`src/rtl/int_ctrl.sv`:
```
// int_ctrl: bus-mapped interrupt controller driving the CPU HWInt[5:0] input.
// Define INTC_SYNC_EN for a two-flop input synchroniser; otherwise one input register.
module int_ctrl #(
   parameter int unsigned N_SRC = 6
) (
   input  logic             clk,
   input  logic             reset,
   input  logic [N_SRC-1:0] irq_in,
   input  logic [31:0]      Addr,
   input  logic             WE,
   input  logic [31:0]      Din,
   output logic [31:0]      Dout,
   output logic [5:0]       HWInt
);

   typedef enum logic [1:0] {
      REG_PEND = 2'd0,
      REG_MASK = 2'd1,
      REG_MODE = 2'd2,
      REG_RAW  = 2'd3
   } reg_sel_t;

   reg_sel_t         sel;
   logic [N_SRC-1:0] sync_s;
   logic [N_SRC-1:0] prev_s;
   logic [N_SRC-1:0] rise;
   logic [N_SRC-1:0] pend;
   logic [N_SRC-1:0] pend_next;
   logic [N_SRC-1:0] mask;
   logic [N_SRC-1:0] mode;
   logic [N_SRC-1:0] clr;
   logic             unused_bits;

   assign sel         = reg_sel_t'(Addr[3:2]);
   assign unused_bits = ^{Addr[31:4], Addr[1:0], Din[31:N_SRC]};

`ifdef INTC_SYNC_EN
   logic [N_SRC-1:0] sync_1;

   always_ff @(posedge clk or negedge reset) begin
      if (!reset) begin
         sync_1 <= '0;
         sync_s <= '0;
      end else begin
         sync_1 <= irq_in;
         sync_s <= sync_1;
      end
   end
`else
   always_ff @(posedge clk or negedge reset) begin
      if (!reset)
         sync_s <= '0;
      else
         sync_s <= irq_in;
   end
`endif

   always_ff @(posedge clk or negedge reset) begin
      if (!reset)
         prev_s <= '0;
      else
         prev_s <= sync_s;
   end

   assign rise = sync_s & ~prev_s;
   assign clr  = (WE && sel == REG_PEND) ? Din[N_SRC-1:0] : '0;

   // Edge bits: a rise in the same cycle as a W1C keeps the bit set.
   always_comb begin
      pend_next = '0;
      for (int unsigned i = 0; i < N_SRC; i++) begin
         if (mode[i])
            pend_next[i] = sync_s[i];
         else
            pend_next[i] = rise[i] | (pend[i] & ~clr[i]);
      end
   end

   always_ff @(posedge clk or negedge reset) begin
      if (!reset) begin
         pend <= '0;
         mask <= '0;
         mode <= '0;
      end else begin
         pend <= pend_next;
         if (WE && sel == REG_MASK)
            mask <= Din[N_SRC-1:0];
         if (WE && sel == REG_MODE)
            mode <= Din[N_SRC-1:0];
      end
   end

   always_comb begin
      Dout = '0;
      case (sel)
         REG_PEND: Dout[N_SRC-1:0] = pend;
         REG_MASK: Dout[N_SRC-1:0] = mask;
         REG_MODE: Dout[N_SRC-1:0] = mode;
         REG_RAW:  Dout[N_SRC-1:0] = sync_s;
         default:  Dout = '0;
      endcase
   end

   always_comb begin
      HWInt = '0;
      HWInt[N_SRC-1:0] = pend & mask;
   end

endmodule

```
`config.mk`:
```
export PLATFORM = sky130hd
export DESIGN_NAME = int_ctrl
export DESIGN_NICKNAME = d
export VERILOG_FILES = /design/src/rtl/int_ctrl.sv
export SDC_FILE = /design/constraint.sdc
export NUM_CORES = 1
export LEC_CHECK = 0
export ABC_AREA = 1
export ABC_CLOCK_PERIOD_IN_PS = 1300
export BUFFER_PORTS_ARGS = -buffer_cell sky130_fd_sc_hd__buf_4
export CAP_MARGIN = 20
export CELL_PAD_IN_SITES_DETAIL_PLACEMENT = 0
export CELL_PAD_IN_SITES_GLOBAL_PLACEMENT = 1
export CORE_UTILIZATION = 29
export DETAILED_ROUTE_END_ITERATION = 10
export PLACE_DENSITY = 0.93
export SLEW_MARGIN = 25
export SYNTH_ARGS = -nofsm -noshare
export SYNTH_HDL_FRONTEND = slang
export SYNTH_SLANG_ARGS = --single-unit
```
`constraint.sdc`:
```
create_clock -name clk -period 1.3 [get_ports clk]
set_input_delay 0.13 -clock clk [delete_from_list [all_inputs] [get_ports clk]]
set_output_delay 0.13 -clock clk [all_outputs]
set_load 0.05 [all_outputs]
```
==> results.json <==
{
  "grt_start_max_net_pins": 31,
  "cap_viol_max_count": 0,
  "cts.sinks": 30,
  "synthXorXnorAreaFrac_pct": 0,
  "grt_pass1_wl_um": 5290,
  "die_y_um": 74.3,
  "hold_viol": 0,
  "clockBufferDepth": 2,
  "die_area_mm2": 0.00551,
  "final-setup-viol-count": 0,
  "worstSkewPairLatency_ns": 0.29,
  "drt_first_pass_iters": 4,
  "drt_iter0_drc": 79,
  "p_per_area_mw_per_mm2": 1460,
  "syn_to_final_growth_pct": 23.4,
  "core.rowCount": 25,
  "ys_warn_count": 0,
  "fmax_mhz": 808,
  "worst-endpoint-arrival_ns": 1.11,
  "synth_top_family_by_area": "simple AND/OR/NAND/NOR gates",
  "drc_errors": 0,
  "yosys.area_share.simple_pct": 28.3,
  "design_area_mm2": 0.00187,
  "ios": 111,
  "die_x_um": 74.3,
  "placed_area_mm2": 0.00170,
  "synth_fa_ha_area_share_pct": 0,
  "design.core.area_mm2": 0.00488,
  "via_per_inst": 4.20,
  "design.final.nets": 301,
  "synth-seq-area-share_pct": 49.6,
  "vias": 1243,
  "fin_skew_ns": 0.00391,
  "cts-root-buf": "clkbuf_8",
  "routed_wl_um": 3170,
  "synth_cell_types": 12,
  "path_class": "flip-flop to primary output",
  "cp_slowest_cell": "dfrtp_1",
  "power.leakage_nw": 1.04,
  "finalWeightedCongestion": 0.775,
  "grt-ovfl-total": 0,
  "clk_pin_slew_worst_paths_ns": 0.06,
  "cts_buffers": 5,
  "synth.area.mux_share_pct": 0,
  "wl_per_cell_um": 10.7,
  "netlist_area_mm2": 0.00151,
  "setup-tns-final_ns": 0,
  "cts.htree.levels": 2,
  "port_buffers": 28,
  "drtAntennaViolNets": 0,
  "cpPeakStageDelay_ns": 0.40,
  "post_route_cells_drive_above_1_share_pct": 19.2,
  "crit_buf_inv": 1,
  "timing.critical_path.to_type": "primary output",
  "cts_tree": "yes",
  "critPathMaxFanout": 3,
  "rsz0062_at_grt": "no",
  "critPathLaunchType": "flip-flop",
  "hold_path_class": "input pin to flip-flop",
  "cts_repair_resize_count": 0,
  "final_max_slew_viol_count": 0,
  "synth_area_per_cell_um2": 8.05,
  "min_period_over_period_pct": 95.2,
  "hpwl_um": 2110,
  "synth_compound_area_share_pct": 1.98,
  "grtUsageTotal_pct": 13.4,
  "fillers": 524,
  "ys_seq_elements": 30,
  "start_util_pct": 31.0,
  "outcome": "completed",
  "grt_antenna_before_repair": 0,
  "cp_data_required_time_ns": 1.17,
  "syn_inst": 188,
  "ir_worst_vdd_mv": 0.608,
  "fin_crit_ns": 1.24,
  "path_cells": "nand3_1, nand4_1, buf_4",
  "grt_pass1_vias": 1164,
  "antennaDiodeCount": 0,
  "cp_top_family": "flip-flops"
}
[sequential cells by signal (all words and copies together) (netlist names)]
| register | count |
|---|---|
| mask | 6 |
| prev_s | 6 |
| pend | 6 |
| sync_s | 6 |
| mode | 6 |
[layout make-up]
cell class                      instances  area, um2  area share [%]
Multi-Input combinational cell        131        557            29.8
Clock inverter                          1       5.00           0.268
Clock buffer                            7       86.3            4.62
Sequential cell                        30        751            40.2
Inverter                               22       82.6            4.42
Tap cell                               67       83.8            4.49
Timing Repair Buffer                   38        303            16.2
[worst reg2reg max path, cell delays in order, from the launching register on]
cell,delay (ns)
dfrtp_1,0.38
buf_4,0.14
o21ai_0,0.16
nand2_1,0.07
[path summary, 6_finish.rpt]
check / startpoint / endpoint / slack, ns / depth (start not counted)
max: sync_s[5] / Dout[5] / 0.06 / 3
min: Din[0] / mask[0] / 0.05 / 3
max reg2reg: mode[5] / pend[5] / 0.44 / 3
min reg2reg: sync_s[3] / prev_s[3] / 0.40 / 0
max in group asynchronous: reset / pend[3] / 0.71 / 2
min in group asynchronous: reset / sync_s[5] / 0.31 / 2
[placed cells by master (no fill, tap or decap)]
cell           instances
buf_4                 31
clkbuf_1               1
clkbuf_8               6
clkinv_2               1
conb_1                26
dfrtp_1               30
dlygate4sd3_1          7
inv_1                 18
inv_2                  4
nand2_1               60
nand3_1               24
nand3_2                2
nand4_1                6
nor2_1                 7
o21ai_0                6
[repair_timing]
action | in CTS | in global routing
endpoints found under the setup margin | 0 | 1
buffers inserted | 0 | 1
hold buffers | 7 | 0
endpoints found under the hold margin | 36 | 0
[where the power goes]
| part | leakage, nW | switching (mW) | internal (mW) | total (mW) |
|---|---|---|---|---|
| registers | 0.357 | 0.0875 | 1.05 | 1.14 |
| clock network | 0.0482 | 0.343 | 0.426 | 0.769 |
| logic | 0.635 | 0.587 | 0.226 | 0.813 |
| total | 1.04 | 1.02 | 1.70 | 2.72 |
[cells in the mapped netlist]
master,instances,share of area [%]
buf_2,3,0.99
buf_4,27,13
conb_1,1,0.25
dfrtp_1,30,50
inv_1,18,4.5
inv_2,4,0.99
nand2_1,60,15
nand3_1,24,7.9
nand3_2,2,1.3
nand4_1,6,2.5
nor2_1,7,1.7
o21ai_0,6,2.0
[per-layer routing]
| metal | routed length, um | GRT usage, % |
|---|---|---|
| met5 | 0 | 0 |
| met4 | 79 | 8.18 |
| met3 | 209 | 5.96 |
| met2 | 1430 | 19.9 |
| met1 | 1450 | 16.0 |
[metrics by stage]
| step | hold WS, ns | total power, mW | util, % | cells | worst slack, ns |
|---|---|---|---|---|---|
| floorplan | -0.166 | 1.79 | - | 213 | 0.231 |
| global placement | 0.0788 | 1.94 | 34.8 | 280 | 0.201 |
| detailed placement | 0.0784 | 1.95 | 34.8 | 280 | 0.212 |
| CTS | 0.0417 | 2.75 | 38.1 | 295 | 0.0591 |
| global route | 0.0367 | 2.89 | 38.3 | 296 | 0.00528 |
| finish | 0.0540 | 2.72 | 38.3 | 296 | 0.0629 |
[logic make-up (layout without fill, tap and decap cells)]
| family | count (synthesis) | after routing |
|---|---|---|
| simple gates | 99 | 99 |
| buf+inv | 52 | 68 |
| flops | 30 | 30 |
| compound gates | 6 | 6 |
| other cells | 1 | 26 |
Power figures use the tool's default switching activity.
